**src/rtl/vector_mem_sequencer.sv**
```systemverilog
// Vector load/store sequencer: turns one vector command into LANES scalar
// memory accesses at BASE + i*STRIDE, gathering into VOUT or scattering VIN.
module vector_mem_sequencer #(
  parameter int LANES = 4,
  parameter int DW    = 32,
  parameter int AW    = 32
) (
  input  logic                CLK,
  input  logic                RST_N,
  input  logic                START,
  input  logic                OP,
  input  logic [AW-1:0]       BASE,
  input  logic [AW-1:0]       STRIDE,
  input  logic [LANES*DW-1:0] VIN,
  output logic [LANES*DW-1:0] VOUT,
  output logic                BUSY,
  output logic                DONE,
  output logic                MEM_WE,
  output logic [AW-1:0]       MEM_A,
  output logic [DW-1:0]       MEM_WD,
  input  logic [DW-1:0]       MEM_RD
);

  localparam int LW = $clog2(LANES);
  localparam logic [LW-1:0] LAST_LANE = LW'(LANES - 1);

  typedef enum logic [1:0] {
    S_IDLE   = 2'd0,
    S_ACCESS = 2'd1,
    S_DONE   = 2'd2
  } state_t;

  state_t              r_state;
  state_t              w_next_state;
  logic                r_op;
  logic [AW-1:0]       r_addr;
  logic [AW-1:0]       r_stride;
  logic [LW-1:0]       r_lane;
  logic [LANES*DW-1:0] r_vin;
  logic [LANES*DW-1:0] r_vout;

  logic                w_accept;
  logic                w_busy;
  logic                w_done;
  logic                w_we;
  logic [AW-1:0]       w_addr;
  logic [DW-1:0]       w_wd;

  always_ff @(posedge CLK or negedge RST_N) begin
    if (!RST_N) r_state <= S_IDLE;
    else        r_state <= w_next_state;
  end

  // Memory-side outputs are forced to zero outside ACCESS so no stray write
  // can occur; they follow r_state, so an async reset clears them at once.
  always_comb begin
    w_next_state = r_state;
    w_accept     = 1'b0;
    w_busy       = 1'b0;
    w_done       = 1'b0;
    w_we         = 1'b0;
    w_addr       = '0;
    w_wd         = '0;
    case (r_state)
      S_IDLE: begin
        if (START) begin
          w_accept     = 1'b1;
          w_next_state = S_ACCESS;
        end
      end
      S_ACCESS: begin
        w_busy = 1'b1;
        w_addr = r_addr;
        w_we   = r_op;
        if (r_op) w_wd = r_vin[int'(r_lane)*DW +: DW];
        if (r_lane == LAST_LANE) w_next_state = S_DONE;
      end
      S_DONE: begin
        w_done       = 1'b1;
        w_next_state = S_IDLE;
      end
      default: w_next_state = S_IDLE;
    endcase
  end

  always_ff @(posedge CLK or negedge RST_N) begin
    if (!RST_N) begin
      r_op     <= 1'b0;
      r_addr   <= '0;
      r_stride <= '0;
      r_lane   <= '0;
      r_vin    <= '0;
      r_vout   <= '0;
    end else if (w_accept) begin
      r_op     <= OP;
      r_addr   <= BASE;
      r_stride <= STRIDE;
      r_lane   <= '0;
      r_vin    <= VIN;
    end else if (r_state == S_ACCESS) begin
      r_addr <= r_addr + r_stride;
      r_lane <= r_lane + 1'b1;
      if (!r_op) r_vout[int'(r_lane)*DW +: DW] <= MEM_RD;
    end
  end

  assign VOUT   = r_vout;
  assign BUSY   = w_busy;
  assign DONE   = w_done;
  assign MEM_WE = w_we;
  assign MEM_A  = w_addr;
  assign MEM_WD = w_wd;

endmodule

```
**config.mk**
```make
export PLATFORM = sky130hd
export DESIGN_NAME = vector_mem_sequencer
export DESIGN_NICKNAME = d
export VERILOG_FILES = /design/src/rtl/vector_mem_sequencer.sv
export SDC_FILE = /design/constraint.sdc
export NUM_CORES = 1
export LEC_CHECK = 0
export CAP_MARGIN = 10
export CORE_UTILIZATION = 53
export CTS_CLUSTER_SIZE = 25
export DETAILED_ROUTE_END_ITERATION = 12
export GPL_TIMING_DRIVEN = 0
export HOLD_SLACK_MARGIN = 0.15
export PLACE_DENSITY = 0.95
export SLEW_MARGIN = 10
export SYNTH_ARGS = -nofsm -noshare
export SYNTH_HDL_FRONTEND = slang
export SYNTH_SLANG_ARGS = --single-unit
```
**constraint.sdc**
```tcl
create_clock -name CLK -period 3.8 [get_ports CLK]
set_input_delay 0.76 -clock CLK [delete_from_list [all_inputs] [get_ports CLK]]
set_output_delay 0.76 -clock CLK [all_outputs]
set_load 0.02 [all_outputs]
```
==> Word level (Yosys, flattened, before mapping) <==
Cells that the tools add are included.
{ "classes": {"add_sub_neg": 3, "eq_ne": 5, "shifts": 3, "n_mux": 16, "bitwise": 2, "n_reduce_logical": 4} }
{ "ops": {"columns": ["operator", "n"], "rows": [
  ["two-way mux 32 bit", 5],
  ["bitwise mux 128 bit", 1],
  ["variable shift 32 x 33 -> 128 bit (first input constant)", 1],
  ["indexed part select 128 x 8 -> 32 bit", 1],
  ["indexed part select 32 x 33 -> 128 bit", 1],
  ["negation 7 -> 33 bit", 1],
  ["adder 32 bit", 1],
  ["two-way mux 2 bit", 4],
  ["two-way mux 1 bit", 5],
  ["== test 2 bit (second input constant)", 2],
  ["inequality test 2 bit (second input constant)", 2],
  ["one-hot mux 2 bit (2 select lines)", 1],
  ["AND reduction 3 bit", 1],
  ["adder 2 x 1 -> 2 bit (second input constant)", 1],
  ["== test 2 x 1 -> 1 bit (second input constant)", 1],
  ["zero test 2 bit", 1],
  ["inverter 1 bit", 2],
  ["AND reduction 2 bit", 1],
  ["nonzero test 2 bit", 1]
]} }
{ "word_totals": {"ff_bits": 325, "out_inout_bits": 195} }

==> Longest topological paths before layout <==
{ "logic_depth": {"depth_word": 4, "mapped_depth": 9} }

==> Worst setup path before layout <==
Ideal clock, no wire load.
{ "synth_path": {"path_type": "reg2out", "startpoint": "register r_state[1]", "endpoint": "output MEM_WE", "t_arrival_ns": 1.680, "slack_ns": 1.360, "path_stages_with_launch": 8, "path_buffers": 3, "cell_sequence": "dfrtp_1 nand2b_1 clkbuf_1 inv_1 clkbuf_1 buf_1 nand2_1 inv_1"} }
{ "synth_between": {"elab_chain_len": 2} }
{ "synth_rtl": {"columns": ["element", "line", "text"], "rows": [
  ["start, declared", "33", "state_t r_state;"],
  ["start signal, assigned", "51", "else r_state <= w_next_state;"],
  ["== test 2 x 1 -> 1 bit", "64", "case (r_state)"],
  ["two-way mux 1 bit", "64", null],
  ["end, declared", "18", "output logic MEM_WE,"]
]} }
Every way passes these cells.

==> Worst setup path after layout <==
{ "layout_path": {"startpoint": "register r_state[1]", "endpoint": "output MEM_WD[6]"} }
{ "layout_between": {"elab_chain_len": 2} }
{ "layout_rtl": {"columns": ["element", "line", "text"], "rows": [
  ["== test 2 x 1 -> 1 bit", "64", null],
  ["two-way mux 32 bit", "64", null],
  ["end, declared", "20", "output logic [DW-1:0] MEM_WD,"]
]} }
Every way passes these cells.

==> results summary <==
The number of levels the H-tree was split into is 2. The area share of fa/ha/maj cells after synthesis is 0.03021. Sorting the synthesized cells by area gives the leading types as dfrtp_1 52%, nand2_1 19%, o21ai_0 5.1%. The portion of synthesized cell area occupied by the leading cell type came out at 0.5222. Of the total synthesized cell area, the portion taken by AND, OR, NAND and NOR gates is 0.2500.

After filler insertion, the fill cell instance count of the layout stands at between 1500 and 2000. The signal on the critical path passes through nand2b_1 > clkbuf_1 > inv_2 > buf_4 > buf_2 > and3_1 > clkdlybuf4s50_1. The number of slew-limit violations in the final report is 0. The standby leakage power came out at 9.912 nW. The effective utilization at floorplan is 0.5411. The total area inside the core boundary comes to 0.02878 mm2. Port buffering added 422 buffers. The leading cell type by number of instances after synthesis is nand2_1. The largest fanout on the critical path came out at 10. TritonCTS built the clock tree. The fraction of layout instances using a drive strength above 1 came out at 0.05637. The mean instance size in the synthesized netlist is 8.809 um2. STA classifies the critical path startpoint as a register.

The worst path needs approximately 3700 ps of the cycle, external delays included. The total of flip-flops plus latches after synthesis is 325. By area, the combinational part of the netlist is dominated by simple AND/OR/NAND/NOR gates. The x dimension of the die came out at between 150 and 200 um. The top-level I/O count is 423. The first-pass iteration count of the detailed router came out at 6. The critical path endpoint is MEM_WD[6].

The placed wire-length estimate after detailed placement is 40380 um. Of the synthesized area, sequential elements account for 0.5222. The area after detailed placement came out at ~0.02 mm2.

The post-synthesis compound-gate area fraction is 0.1039. The number of hold violations in the final report came to 0. The die footprint is 0.03007 mm2. The count of distinct cell types in the synthesized netlist came out at 58.

The endpoint identified for the worst register-to-register timing path is VOUT[81]. Setup repair after global routing left no endpoint under its margin. The relative area change from synthesis to final layout is 38.13%. The power density relative to cell area is 933.4 mW/mm2. The launching element of the worst setup path is r_state[1].

The run finished with clean final reports. Counting every net in the synthesized netlist gives 2033. Yosys printed 0 warnings. The clock buffer count from CTS is 35. Dividing the detail-routed via count by the number of cells gives around 6. The cts-stage hold buffer count came out at 0. The setup skew after layout is 26.86 ps. The final wirelength came out at roughly 56000 um.

In the synthesized netlist the dominant register cell turns out to be dfrtp_1. In the global route stage, met3 resource usage came out at 0.07719. The required time of the worst setup path is 3040 ps. The post-synthesis mux area share is 0.04820. The critical path depth in cells is 7. The kind of cell adding the most delay to the critical path is buffers and inverters. Counting instances in the post-synthesis netlist gives the leading cell types as 784 x nand2_1, 325 x dfrtp_1, 159 x o21ai_0. Global routing finished with a remaining overflow of 0.

Counting along the longest clock path gives a buffer depth of 3. The routed length per instance came out at 21.28 um. The worst setup path is captured at an output port. After global routing, the most crowded layer is met2. The global routing usage summed across all routing layers came out at 0.3734.

The clock slew at the register clock pins of the worst setup and hold paths is 60 ps. The congestion estimate from routability-driven global placement came to 0.9379. The met1 layer usage reported by global route is 0.4506. The post-synthesis instance area is roughly 0.016 mm2.

The number of setup violations in the final report came out at 0. The signal arrival time at the worst endpoint came out at 2980 ps. The synthesized-area fraction occupied by xor and xnor cells is 0.01518. The launch point of the worst reg-to-reg path is r_lane[1]. The maximum single-stage delay on the critical path came out at 630 ps.

The count of flip-flops with a built-in enable after synthesis came out at 0. The first-pass GRT wire length came out at around 87000 um. The post-route antenna net violation count is 0. The min-delay analysis places its worst path in the category primary input to asynchronous set/reset pin. The tree is rooted in a clkbuf_16. The number of rows created at floorplan is 62. Entering global routing, the biggest net connects approximately 110 pins. The total chip power came out at between 20 and 25 mW. The depth of the worst register-to-register path is 8.

In the final design database the tool counted 2494 nets. The achievable clock frequency is 267.7 MHz. The initial antenna violation count came to 5.

The async set-reset flop share out of synthesis is 1.000. The slew at the pin closest to its max-slew limit came out at 884.1 ps. The clock insertion delay at the later pin of the skew report is 530 ps. The die is 173.4 um tall.

For this block, the initial DRC count from the detailed router was about 1900. The total buffers and inverters traversed by the critical path is 5. The post-route cell area came out at 0.02151 mm2. The worst voltage drop across the vdd grid is 469.8 uV. The worst setup path is of the register to output port kind. The biggest area contributor in the post-synthesis netlist is dfrtp_1. The number of sinks on the clock net came out at 325. The highest-delay cell along the critical path is clkdlybuf4s50_1. The number of global-route vias before repair is 16030. The total vias in the final route came out at 15610. The count of maximum capacitance violations came out at 0. The part of the cycle the worst path needs came out at 0.9831. The worst-case register-to-register setup slack came out at 400 ps. The cell count after synthesis came out at 1768. The remaining design rule violation count is 0. For met2 alone, demand over resource in global routing was 0.6084.

The worst slew slack as a fraction of its limit came out at 0.4093.
## state kept, by name, summed over array words and instances, names as in the netlist
name / cells
VOUT: 128
r_vin: 128
r_addr: 32
r_stride: 32
r_lane: 2
r_state: 2
r_op: 1
## placed cells by master, fill, tap and decap left out, types with 4 or more instances in the layout
| cell | instances |
|---|---|
| dlymetal6s2s_1 | 8 |
| a21oi_1 | 55 |
| clkbuf_16 | 35 |
| nand4_1 | 9 |
| and3_1 | 40 |
| clkinv_2 | 5 |
| o21ai_0 | 159 |
| mux4_2 | 32 |
| a21o_1 | 6 |
| buf_1 | 5 |
| clkbuf_2 | 10 |
| nor2_1 | 20 |
| o21bai_1 | 7 |
| nor3b_1 | 4 |
| or3_1 | 12 |
| nand2b_1 | 5 |
| nand2_1 | 784 |
| ha_1 | 36 |
| clkbuf_8 | 8 |
| clkdlybuf4s50_1 | 413 |
| dfrtp_1 | 325 |
| diode_2 | 4 |
| clkbuf_1 | 89 |
| and2_1 | 36 |
| xor2_1 | 11 |
| o22ai_1 | 12 |
| xnor2_1 | 16 |
| nand3_1 | 10 |
| buf_2 | 9 |
| a31oi_1 | 6 |
| o21a_1 | 6 |
| inv_1 | 8 |
| nor3_1 | 11 |
## routing by layer
metal	vias to the layer above	share of wire
li1	6773	-
met5	-	0.00016
met4	2	0.070
met1	7470	0.36
met2	1093	0.47
met3	276	0.094
## kinds of logic (layout without fill, tap and decap cells)
group,count (synthesis),in the layout
buffers and inverters,120,605
and+or+nand+nor,943,943
muxes,35,35
AOI/OAI and AO/OA,281,281
adders and majority gates,37,37
other,0,4
xor gates and xnor gates,27,27
DFF,325,325
## worst min path at each step
stage	from	cells after the start	slack, ps	to
after floorplan	r_vin[64]	2	440	r_vin[64]
after global placement	r_vin[121]	2	450	r_vin[121]
after detailed placement	r_vin[92]	2	460	r_vin[92]
after CTS	RST_N	1	350	r_vin[41]
after global routing	RST_N	1	390	VOUT[8]
final	RST_N	1	340	VOUT[8]
## area by class of cell
cell class,instances,area [um2],share of cell area
diodes,4,10.01,0.0004653
flip-flops and latches,325,8133,0.3781
plain buffers,111,466.7,0.02169
multi-input cells,1323,6969,0.3240
clock inverters,10,98.84,0.004595
inverters,9,33.78,0.001570
repair buffers,424,4304,0.2001
well taps,384,480.5,0.02233
clock buffers,51,1016,0.04723
## per-stage QoR
stage               hold slack, ps  TNS (ps)  instances  setup WS [ps]  utilization
finish                       336.9         0       2641          64.21       0.7475
global placement             452.8  -3757060       2574         -11590       0.7046
CTS                          348.5    -57.94       2637         -24.70       0.7460
global route                 393.4         0       2641          4.464       0.7475
floorplan                    440.3         0       1768           1360            -
detailed placement           460.1    -67.75       2576         -38.52       0.7067
## power by group
group / total (mW) / switching [mW] / internal [mW]
Combinational: 10.9 / 6.47 / 4.38
Sequential: 5.85 / 0.962 / 4.89
Clock: 3.38 / 1.44 / 1.94
## what timing repair did
action	4_1_cts	5_1_grt
gates resized for setup	12	23
setup endpoints to repair	66	57
setup buffers	0	0
Power figures use the tool's default switching activity.
==> patch, RTL diff (same flow settings) <==
Re-encode `state_t` (3 states) as one-hot, 3 bits wide.
--- a/src/rtl/vector_mem_sequencer.sv
+++ b/src/rtl/vector_mem_sequencer.sv
@@ -24,10 +24,10 @@
   localparam int LW = $clog2(LANES);
   localparam logic [LW-1:0] LAST_LANE = LW'(LANES - 1);
 
-  typedef enum logic [1:0] {
-    S_IDLE   = 2'd0,
-    S_ACCESS = 2'd1,
-    S_DONE   = 2'd2
+  typedef enum logic [2:0] {
+    S_IDLE   = 3'b001,
+    S_ACCESS = 3'b010,
+    S_DONE   = 3'b100
   } state_t;
 
   state_t              r_state;
Check against the original RTL: same outputs for any inputs over 4 cycles, from zero or initial values and one cycle with RST_N low; so few cycles prove little.
==> patch against the original RTL <==
Synthesized cell count grew 0.57%; first-iteration DRC count fell by 15%; maximum frequency rose by 0.61%; register-to-register slack improved by 0.12 ns; non-clock buffer count grew 1; cell area is 0.77% higher; total power decreased by 4.7%; largest cell class unchanged; wire length is 3.3% lower; sequential cell count increased by 1; global-route usage fell by 1.5 points; setup slack gained 0.023 ns; synthesized area increased by 0.81%; critical path type unchanged; critical path depth shrank 1.
==> patch: results (changes against the original RTL) <==
The arithmetic-cell share of the synthesized area counting full adders, half adders and majority gates was 0.0300 (was 0.0302); the worst setup timing slack at the placement stage was 0.205 ns (was -0.0385 ns). The met3 global-route usage is 0.0757 (was 0.0772). The run gives 4 (was 5) as the number of antenna violations at the first check in global routing.

Cells taking the most area after synthesis: dfrtp_1, nand2_1, o21ai_0 (unchanged). The tools report the cell area after placement as 20,500 sq um (was 20,300 sq um). The met1 track demand over resource in global routing was 0.435 (was 0.451). The global router's overall resource usage is 0.358 (was 0.373), and the routability congestion estimate from global placement is 0.954 (was 0.938). For the number of distinct library cells after synthesis, the log shows 73 (was 58).

The start point of the critical path is r_state[2]$_DFFE_PN0P_ (was r_state[1]$_DFFE_PN0P_). The layout net count came out at 2,503 (was 2,494). The reg-to-reg endpoint is VOUT[107]$_DFFE_PN0P_ (was VOUT[81]$_DFFE_PN0P_). The worst clock skew is 0.0105 ns (was 0.0269 ns).

The share of the cycle needed by the critical path after routing came out at 0.977 (was 0.983). The run gives 39,600 microns (was 40,400 microns) as the HPWL reported at the end of detailed placement. The sequential element share of the synthesized area is 0.520 (was 0.522). The number of global-route vias before repair was 15,700 (was 16,000); the tightest hold margin was 0.274 ns (was 0.337 ns). The total nets after synthesis came out at 2,043 (was 2,033). The largest incremental delay on the critical path was 0.61 ns (was 0.63 ns); the fraction of synthesized cell area in xor and xnor cells was 0.0145 (was 0.0152).

Most frequent cells after synthesis: nand2_1, dfrtp_1, o21ai_0 (unchanged). The post-route core utilization came out at 0.749 (was 0.747). The flow ran to the end, and the final reports show no timing, DRC or antenna violations.

The standby leakage power was 10.1 nW (was 9.91 nW); the share of post-route cells with drive strength above 1 was 0.0649 (was 0.0564). The total wire length after detailed routing is 54,400 microns (was 56,200 microns). The maximum number of pins on one net before global-route repair was 117 (was 114). The fraction of met2 tracks used by global routing was 0.595 (was 0.608).
-- patch: cell count changes in the layout (fill, tap and decap cells not counted), sizes merged, moves of 5 or more --
cell / before / now
nand4: 9 / 4
nand2: 784 / 789
clkinv: 5 / 10
nor2: 20 / 37
buf: 21 / 26
o21ai: 161 / 155
clkbuf: 144 / 136
or3: 13 / 4
dlymetal6s2s: 8 / 1
a21o: 6 / 12
dlygate4sd2: 0 / 8
o22ai: 12 / 4
-- patch: worst reg2reg max path, cell delays in order, from the launching register on --
cell and delay (ns):
dfrtp_1 0.39, clkbuf_1 0.36, buf_2 0.38, inv_1 0.14
ha_1 0.36, nor3_1 0.68, clkbuf_1 0.47, nand2_1 0.13
o21ai_0 0.26
-- patch: final cells by class --
| class | instances | share of cell area |
|---|---|---|
| Sequential cell | 326 | 0.376 |
| Buffer | 112 | 0.0233 |
| Timing Repair Buffer | 424 | 0.197 |
| Clock buffer | 47 | 0.0468 |
| Antenna cell | 4 | 0.000462 |
| Clock inverter | 16 | 0.00808 |
| Inverter | 13 | 0.00225 |
| Tap cell | 384 | 0.0222 |
| Multi-Input combinational cell | 1326 | 0.323 |
-- patch: stage by stage --
stage	total power (W)	instances	setup TNS (ns)
6_report	0.0191	2652	0
4_1_cts	0.0190	2648	0
3_3_place_gp	0.0149	2584	-3826.36
2_1_floorplan	0.0118	1778	0
5_1_grt	0.0202	2652	0
3_5_place_dp	0.0153	2586	0
-- patch: repair_timing --
action / in CTS / in global routing
hold buffers: 0 / 0
buffers inserted: 0 / 0
endpoints found under the setup margin: 60 / 16
pin swaps: 0 / 0
gates resized for setup: 19 / 9
-- patch: layer usage --
| layer | vias to the layer above | share of wire |
|---|---|---|
| met5 | - | 0 |
| met4 | 0 | 0.057 |
| met3 | 231 | 0.098 |
| met2 | 1032 | 0.49 |
| met1 | 7407 | 0.36 |
| li1 | 6759 | - |
-- patch: report_power, final --
part           switching, W  internal (W)
Combinational       0.00563       0.00396
Sequential          0.00101       0.00501
Clock               0.00144       0.00209
-- patch: worst max path at each step --
| stage | cells past startpoint | end |
|---|---|---|
| 2_1_floorplan | 10 | r_addr[28]$_DFFE_PN0P_ |
| 3_5_place_dp | 7 | MEM_A[17] |
| 5_1_grt | 5 | MEM_WD[29] |
| 6_report | 6 | MEM_WD[26] |
| 3_3_place_gp | 1 | r_addr[11]$_DFFE_PN0P_ |
| 4_1_cts | 5 | MEM_WD[6] |
